[config.mk]
export PLATFORM = sky130hd
export DESIGN_NAME = comp_instr_packer
export DESIGN_NICKNAME = d
export VERILOG_FILES = /design/src/rtl/comp_instr_packer.sv
export SDC_FILE = /design/constraint.sdc
export NUM_CORES = 1
export LEC_CHECK = 0
export ABC_AREA = 0
export CAP_MARGIN = 10
export CORE_ASPECT_RATIO = 1.2
export CORE_MARGIN = 2
export CORE_UTILIZATION = 30
export DETAILED_ROUTE_END_ITERATION = 12
export GPL_TIMING_DRIVEN = 1
export PLACE_DENSITY = 0.5
export SLEW_MARGIN = 10
export SYNTH_ARGS = -nofsm -noshare
export SYNTH_HDL_FRONTEND = slang
export SYNTH_SLANG_ARGS = --single-unit
[constraint.sdc]
create_clock -name aclk -period 2.62 [get_ports aclk]
set_input_delay 0.524 -clock aclk [delete_from_list [all_inputs] [get_ports aclk]]
set_output_delay 0.524 -clock aclk [all_outputs]
set_load 0.03 [all_outputs]
[src/rtl/comp_instr_packer.sv]
// comp_instr_packer: packs a stream of RV32IC instructions (16-bit compressed or
// 32-bit full) into aligned 32-bit words, little-endian by halfword.
// A trailing odd halfword at in_last is padded with PAD_HALF.
//
// Optional feature macro: COMP_PACK_STATS_EN adds the word_cnt / cmp_cnt counters
// and the CNT_W parameter.
//
// Ports:
//   aclk, aresetn        clock, asynchronous active-low reset
//   in_valid/in_ready    input handshake; in_instr (compressed iff [1:0]!=2'b11), in_last
//   out_valid/out_ready  output handshake; out_word ([15:0] = lower address), out_last
//   word_cnt, cmp_cnt    words emitted / compressed instructions accepted (stats only)
module comp_instr_packer #(
  parameter logic [15:0] PAD_HALF = 16'h0001
`ifdef COMP_PACK_STATS_EN
  , parameter int unsigned CNT_W = 16
`endif
) (
  input  logic        aclk,
  input  logic        aresetn,
  input  logic        in_valid,
  output logic        in_ready,
  input  logic [31:0] in_instr,
  input  logic        in_last,
  output logic        out_valid,
  input  logic        out_ready,
  output logic [31:0] out_word,
  output logic        out_last
`ifdef COMP_PACK_STATS_EN
  , output logic [CNT_W-1:0] word_cnt,
  output logic [CNT_W-1:0] cmp_cnt
`endif
);

  typedef enum logic [1:0] {
    ST_EMPTY = 2'd0,
    ST_HALF  = 2'd1,
    ST_PAD   = 2'd2
  } state_e;

  state_e      state, state_d;
  logic [15:0] hold, hold_d;
  logic        out_valid_d;
  logic [31:0] out_word_d;
  logic        out_last_d;

  logic slot_free;
  logic fire;
  logic is_comp;

  // The output slot can take a new word when empty or being drained this cycle.
  assign slot_free = !out_valid || out_ready;
  assign in_ready  = slot_free && (state != ST_PAD);
  assign fire      = in_valid && in_ready;
  assign is_comp   = (in_instr[1:0] != 2'b11);

  // Next-state and next-output logic.
  always_comb begin
    state_d     = state;
    hold_d      = hold;
    out_valid_d = out_valid && !out_ready;
    out_word_d  = out_word;
    out_last_d  = out_last;
    unique case (state)
      ST_EMPTY: begin
        if (fire) begin
          if (is_comp) begin
            if (in_last) begin
              out_valid_d = 1'b1;
              out_word_d  = {PAD_HALF, in_instr[15:0]};
              out_last_d  = 1'b1;
            end else begin
              hold_d  = in_instr[15:0];
              state_d = ST_HALF;
            end
          end else begin
            out_valid_d = 1'b1;
            out_word_d  = in_instr;
            out_last_d  = in_last;
          end
        end
      end
      ST_HALF: begin
        if (fire) begin
          out_valid_d = 1'b1;
          if (is_comp) begin
            out_word_d = {in_instr[15:0], hold};
            out_last_d = in_last;
            state_d    = ST_EMPTY;
          end else begin
            // Upper half of a straddling 32-bit instruction stays pending.
            out_word_d = {in_instr[15:0], hold};
            out_last_d = 1'b0;
            hold_d     = in_instr[31:16];
            state_d    = in_last ? ST_PAD : ST_HALF;
          end
        end
      end
      ST_PAD: begin
        if (slot_free) begin
          out_valid_d = 1'b1;
          out_word_d  = {PAD_HALF, hold};
          out_last_d  = 1'b1;
          state_d     = ST_EMPTY;
        end
      end
      default: begin
        state_d = ST_EMPTY;
      end
    endcase
  end

  // State and registered outputs.
  always_ff @(posedge aclk or negedge aresetn) begin
    if (!aresetn) begin
      state     <= ST_EMPTY;
      hold      <= 16'h0000;
      out_valid <= 1'b0;
      out_word  <= 32'h0000_0000;
      out_last  <= 1'b0;
    end else begin
      state     <= state_d;
      hold      <= hold_d;
      out_valid <= out_valid_d;
      out_word  <= out_word_d;
      out_last  <= out_last_d;
    end
  end

`ifdef COMP_PACK_STATS_EN
  // Statistics counters, wrapping modulo 2^CNT_W.
  always_ff @(posedge aclk or negedge aresetn) begin
    if (!aresetn) begin
      word_cnt <= '0;
      cmp_cnt  <= '0;
    end else begin
      if (out_valid && out_ready) word_cnt <= word_cnt + CNT_W'(1);
      if (fire && is_comp)        cmp_cnt  <= cmp_cnt + CNT_W'(1);
    end
  end
`endif

endmodule

# ---- Word level (Yosys, flattened, before mapping)
# Cells that the tools add are included.
dict set report op_classes {
  eq_ne 11
  muxes 33
  reduce_logical 12
}
# cell count
set ops {}
lappend ops {{two-way mux 32 bit} 5}
lappend ops {{one-hot mux 32 bit (3 select lines)} 1}
lappend ops {{two-way mux 16 bit} 5}
lappend ops {{one-hot mux 16 bit (2 select lines)} 1}
lappend ops {{!= test 2 bit (second input constant)} 8}
lappend ops {{two-way mux 2 bit} 7}
lappend ops {{two-way mux 1 bit} 11}
lappend ops {{AND reduction 5 bit} 2}
lappend ops {{one-hot mux 1 bit (3 select lines)} 2}
lappend ops {{one-hot mux 2 bit (3 select lines)} 1}
lappend ops {{AND reduction 6 bit} 1}
lappend ops {{logical AND 1 bit} 3}
lappend ops {{!= test 3 bit (second input constant)} 1}
lappend ops {{nonzero test 3 bit} 1}
lappend ops {{equality test 2 x 1 -> 1 bit (second input constant)} 1}
lappend ops {{equality test 2 bit (second input constant)} 1}
lappend ops {{logical NOT 1 bit} 2}
lappend ops {{logical NOT 2 bit} 1}
lappend ops {{nonzero test 2 bit} 1}
lappend ops {{logical OR 1 bit} 1}
dict set report totals {
  ff_bits 52
  in_bits 37
}

# ---- Depth between registers and ports, before layout
dict set report logic_depth {
  ltp_word 6
  mapped_depth 8
  ltp_nobuf 6
}

# ---- Worst setup path before layout
# No wires, ideal clock.
dict set report synth_path {
  path_kind {flip-flop to flip-flop}
  start {register state[0]}
  end {register hold[10]}
  t_arrival_ns 1.860
  required_time_ns 2.495
  slack_ns 0.635
  stages_incl_launch_ff 8
  n_path_buf 2
  period_less_slack_ns 1.985
  path_cell_list {dfrtp_1 -> inv_1 -> ha_1 -> buf_6 -> or3_4 -> a21oi_4 -> buf_6 -> mux2_2}
}
dict set report synth_via {
  elab_chain_len 5
  word_cells_on_any_way 13
}
# item line
set synth_lines {}
lappend synth_lines {{start, declared} 41} ;# state_e state, state_d;
lappend synth_lines {{start signal, assigned} 122} ;# state <= state_d;
lappend synth_lines {{!= test 2 bit} 53} ;# assign in_ready = slot_free && (state != ST_PAD);
lappend synth_lines {{logical AND 1 bit} 53}
lappend synth_lines {{logical AND 1 bit} 54} ;# assign fire = in_valid && in_ready;
lappend synth_lines {{!= test 2 bit (no line)} --}
lappend synth_lines {{AND reduction 6 bit (no line)} --}
lappend synth_lines {{end signal, assigned} 123} ;# hold <= hold_d;
lappend synth_lines {{end, declared} 42} ;# logic [15:0] hold, hold_d;
# Parallel ways exist; a longest one is shown, timed or not.
# A chain may end at the register's enable or synchronous reset.

# ---- Final worst setup path
dict set report layout_path {
  start {input in_instr[1]}
  end {register out_word[31]}
}
dict set report layout_via {
  elab_chain_len 4
  word_cells_on_any_way 6
}
# item line
set layout_lines {}
lappend layout_lines {{start, declared} 23} ;# input logic [31:0] in_instr,
lappend layout_lines {{!= test 2 bit *} 55} ;# assign is_comp = (in_instr[1:0] != 2'b11);
lappend layout_lines {{two-way mux 32 bit} 67} ;# if (is_comp) begin
lappend layout_lines {{two-way mux 32 bit} 66} ;# if (fire) begin
lappend layout_lines {{one-hot mux 32 bit (3 select lines)} 64} ;# unique case (state)
lappend layout_lines {{end signal, assigned} 125} ;# out_word <= out_word_d;
lappend layout_lines {{end, declared} 27} ;# output logic [31:0] out_word,
# Every way passes the cells marked *; elsewhere a longest branch is shown, timed or not. The select of a mux whose other input is x is not followed.

==> metrics.cfg <==
[finish]
seq_area_um2 = 1300
final_nets = 375
syn2layout_area_growth_pct = 34.7
layout_common_cells = 69 x clkdlybuf4s50_1, 52 x dfrtp_1, 35 x o21ai_0, 35 x nand2_1, 29 x mux2_4
final_layout_size_suffix_gt1_share_pct = 27.5
multi_input_area_um2 = 1400
fillCellCount = 947
layout_commonest_cell = clkdlybuf4s50_1
antennaDiodeCount = 0

[global_route]
grt_max_degree = 40
grt_overflow = 0
antenna_found_initial = 0
grt_pass1_vias = 2268
grt_pass1_wl_um = 11700
track_usage_pct = 14.0

[placed_design]
io_buffers = 71
gp_congestion = 0.765
dp_hpwl_um = 4990

[pwr]
vdd_drop_max_mv = 0.590
p_per_area_nw_per_um2 = 1290
power_mw = 5.09
p_leak_nw = 1.76

[synthesis]
synthAdderAreaFrac_pct = 1.70
synth_top_family_by_area = multiplexers
synth_compound_area_share_pct = 15.7
syn_nets = 300
syn_inst = 259
synth_xor_area_share_pct = 0
netlist.top_cell.by_area = dfrtp_1
synth_async_sr_flop_share_pct = 100
ys_ff_latch = 52
yosysSeqAreaShare_pct = 44.3
synth.area.mux_share_pct = 22.5
syn-cell-area_um2 = 2940
synthTopCellsByArea = dfrtp_1 44%, mux2_4 15%, mux2_2 7.3%, o21ai_0 6.0%, a22o_2 4.8%
synth.distinct_cells = 39
yosys_warnings = 0
yosysTopAreaCellShare_pct = 44.3
syn_area_per_cell_um2 = 11.3
ys.flop_type = dfrtp_1
synth_edf_count = 0
synthSimpleGateAreaFrac_pct = 7.80

[floorplanning]
die_h_um = 112
dieArea_um2 = 10600
io_pins = 72
row_count = 39
initial_utilization_pct = 30.9
core_area_um2 = 9520
chipWidth_um = 94.3

[sta]
worst_pin_slew_ns = 0.705
slew_headroom_pct = 53.0
rsz0062_at_grt = false
maxSlewViolCount = 0
setup_tns_ns = 0
hold_viol = 0
finalSetupViolations = 0
post-route-period-util_pct = 82.7
fin_crit_ns = 2.17
fmax_ghz = 0.461
fin_skew_ns = 0.00546

[min_path]
hold_path_class = in2async

[detailed_routing]
wl_per_cell_um = 15.4
first_pass_iters = 4
vias_per_cell = 4.71
totalWireLength_um = 7020
dr_total_vias = 2154
drt_iter0_drc = 102
ant_nets = 0
drc_errors = 0

[setup_path]
cp.depth = 6
r2r-start = state[1]
end_kind = flop
cp-endpoint = out_word[31]
crit_slowest_cell = clkdlybuf4s50_1
cp_max_fo = 9
path_class = in2reg
reg2reg_setup_slack_ns = 0.46
crit_buf_inv = 2
crit_start = in_instr[1]
max_stage_delay_ns = 0.55
cp_top_family = buffers and inverters
worst_r2r_path_depth = 7
crit_arrival_ns = 2.34
required_ns = 2.79
startpoint_type = input port
reg2reg_to = out_word[13]
crit_chain = clkdlybuf4s50_1, a21oi_2, a2111oi_4, o21ba_2, buf_4, mux2_4

[clock_network]
tritoncts = built
holdBufCountCts = 0
cts_sinks = 52
clk_pin_slew_worst_paths_ns = 0.07
ctsLongestPathBuffers = 2
root_buffer = clkbuf_16
cts_max_level = 2
clkLatencyLatePin_ns = 0.29
cts_buffers = 5

[outcome]
status = completed

[run]
maxCapViolations = 0

==> cells by family after synthesis <==
| logic type | count (synthesis) |
|---|---|
| flops | 52 |
| mux | 49 |
| simple gates | 50 |
| compound gates | 66 |
| fa+ha+maj | 4 |
| buf+inv | 38 |
==> cell usage after synthesis (2+ instances only) <==
master,instances
dfrtp_1,52
nand2_1,35
o21ai_0,35
mux2_4,29
inv_1,21
mux2_2,19
a22o_2,14
a21oi_1,5
clkbuf_1,5
ha_1,4
nor2_1,4
buf_12,3
buf_6,3
buf_2,2
nand3b_1,2
nor3_1,2
o21a_1,2
==> worst min-delay path by stage <==
stage                        from            to  slack [ns]  depth (start not counted)
final                     aresetn  out_word[31]        0.15                          1
after global routing      aresetn       hold[3]        0.18                          1
after CTS                 aresetn       hold[3]        0.16                          1
after detailed placement  aresetn  out_word[31]        0.48                          1
after global placement    aresetn  out_word[31]        0.48                          1
after floorplan           aresetn       hold[0]        0.23                          0
==> flip-flops by register name, indices dropped and copies added (netlist names) <==
name / flops
state: 2
out_word: 32
hold: 16
out_last: 1
out_valid: 1
==> repair_timing <==
item                       4_1_cts  5_1_grt
buffers inserted                 0        0
hold endpoints to repair         0        0
resized for setup                0        1
setup endpoints to repair        0        1
==> where the power goes <==
part / switching [mW] / total (mW) / internal [mW]
combinational: 1.45 / 2.92 / 1.48
clock: 0.286 / 0.828 / 0.542
sequential: 0.184 / 1.33 / 1.15
==> worst register-to-register path: stages, from the launching register on <==
cell and delay [ns]:
dfrtp_1 0.44, inv_1 0.10, ha_1 0.17, buf_4 0.34
o21a_1 0.65, nand2_1 0.11, o21ai_0 0.11, mux2_2 0.18
==> metrics by stage <==
step / hold WS (ns) / instances / utilization, % / instance area [um^2] / setup slack (ns)
finish: 0.153 / 457 / 41.6 / 3960 / 0.453
global placement: 0.480 / 450 / 39.6 / 3770 / 0.104
CTS: 0.165 / 457 / 41.6 / 3950 / 0.0796
detailed placement: 0.479 / 450 / 39.6 / 3770 / 0.0983
global route: 0.179 / 457 / 41.6 / 3960 / 0.199
floorplan: 0.228 / 259 / - / 2940 / 0.635
==> metal layers <==
metal | up-vias | track usage (%) | wire, um
met5 | - | 0 | 0
met2 | 40 | 22.9 | 3420
met3 | 5 | 3.02 | 313
li1 | 1050 | - | -
met4 | 0 | 3.19 | 53
met1 | 1059 | 19.1 | 3230
==> layout make-up <==
cell class,instances,share of cell area (%)
clock buffer,5,3.16
clock inverter,2,1.52
inverter,21,1.99
multi-input combinational,169,35.4
sequential,52,32.9
tap,123,3.89
timing repair buffer,85,21.2
No activity file was read; power rests on OpenSTA's default activity.
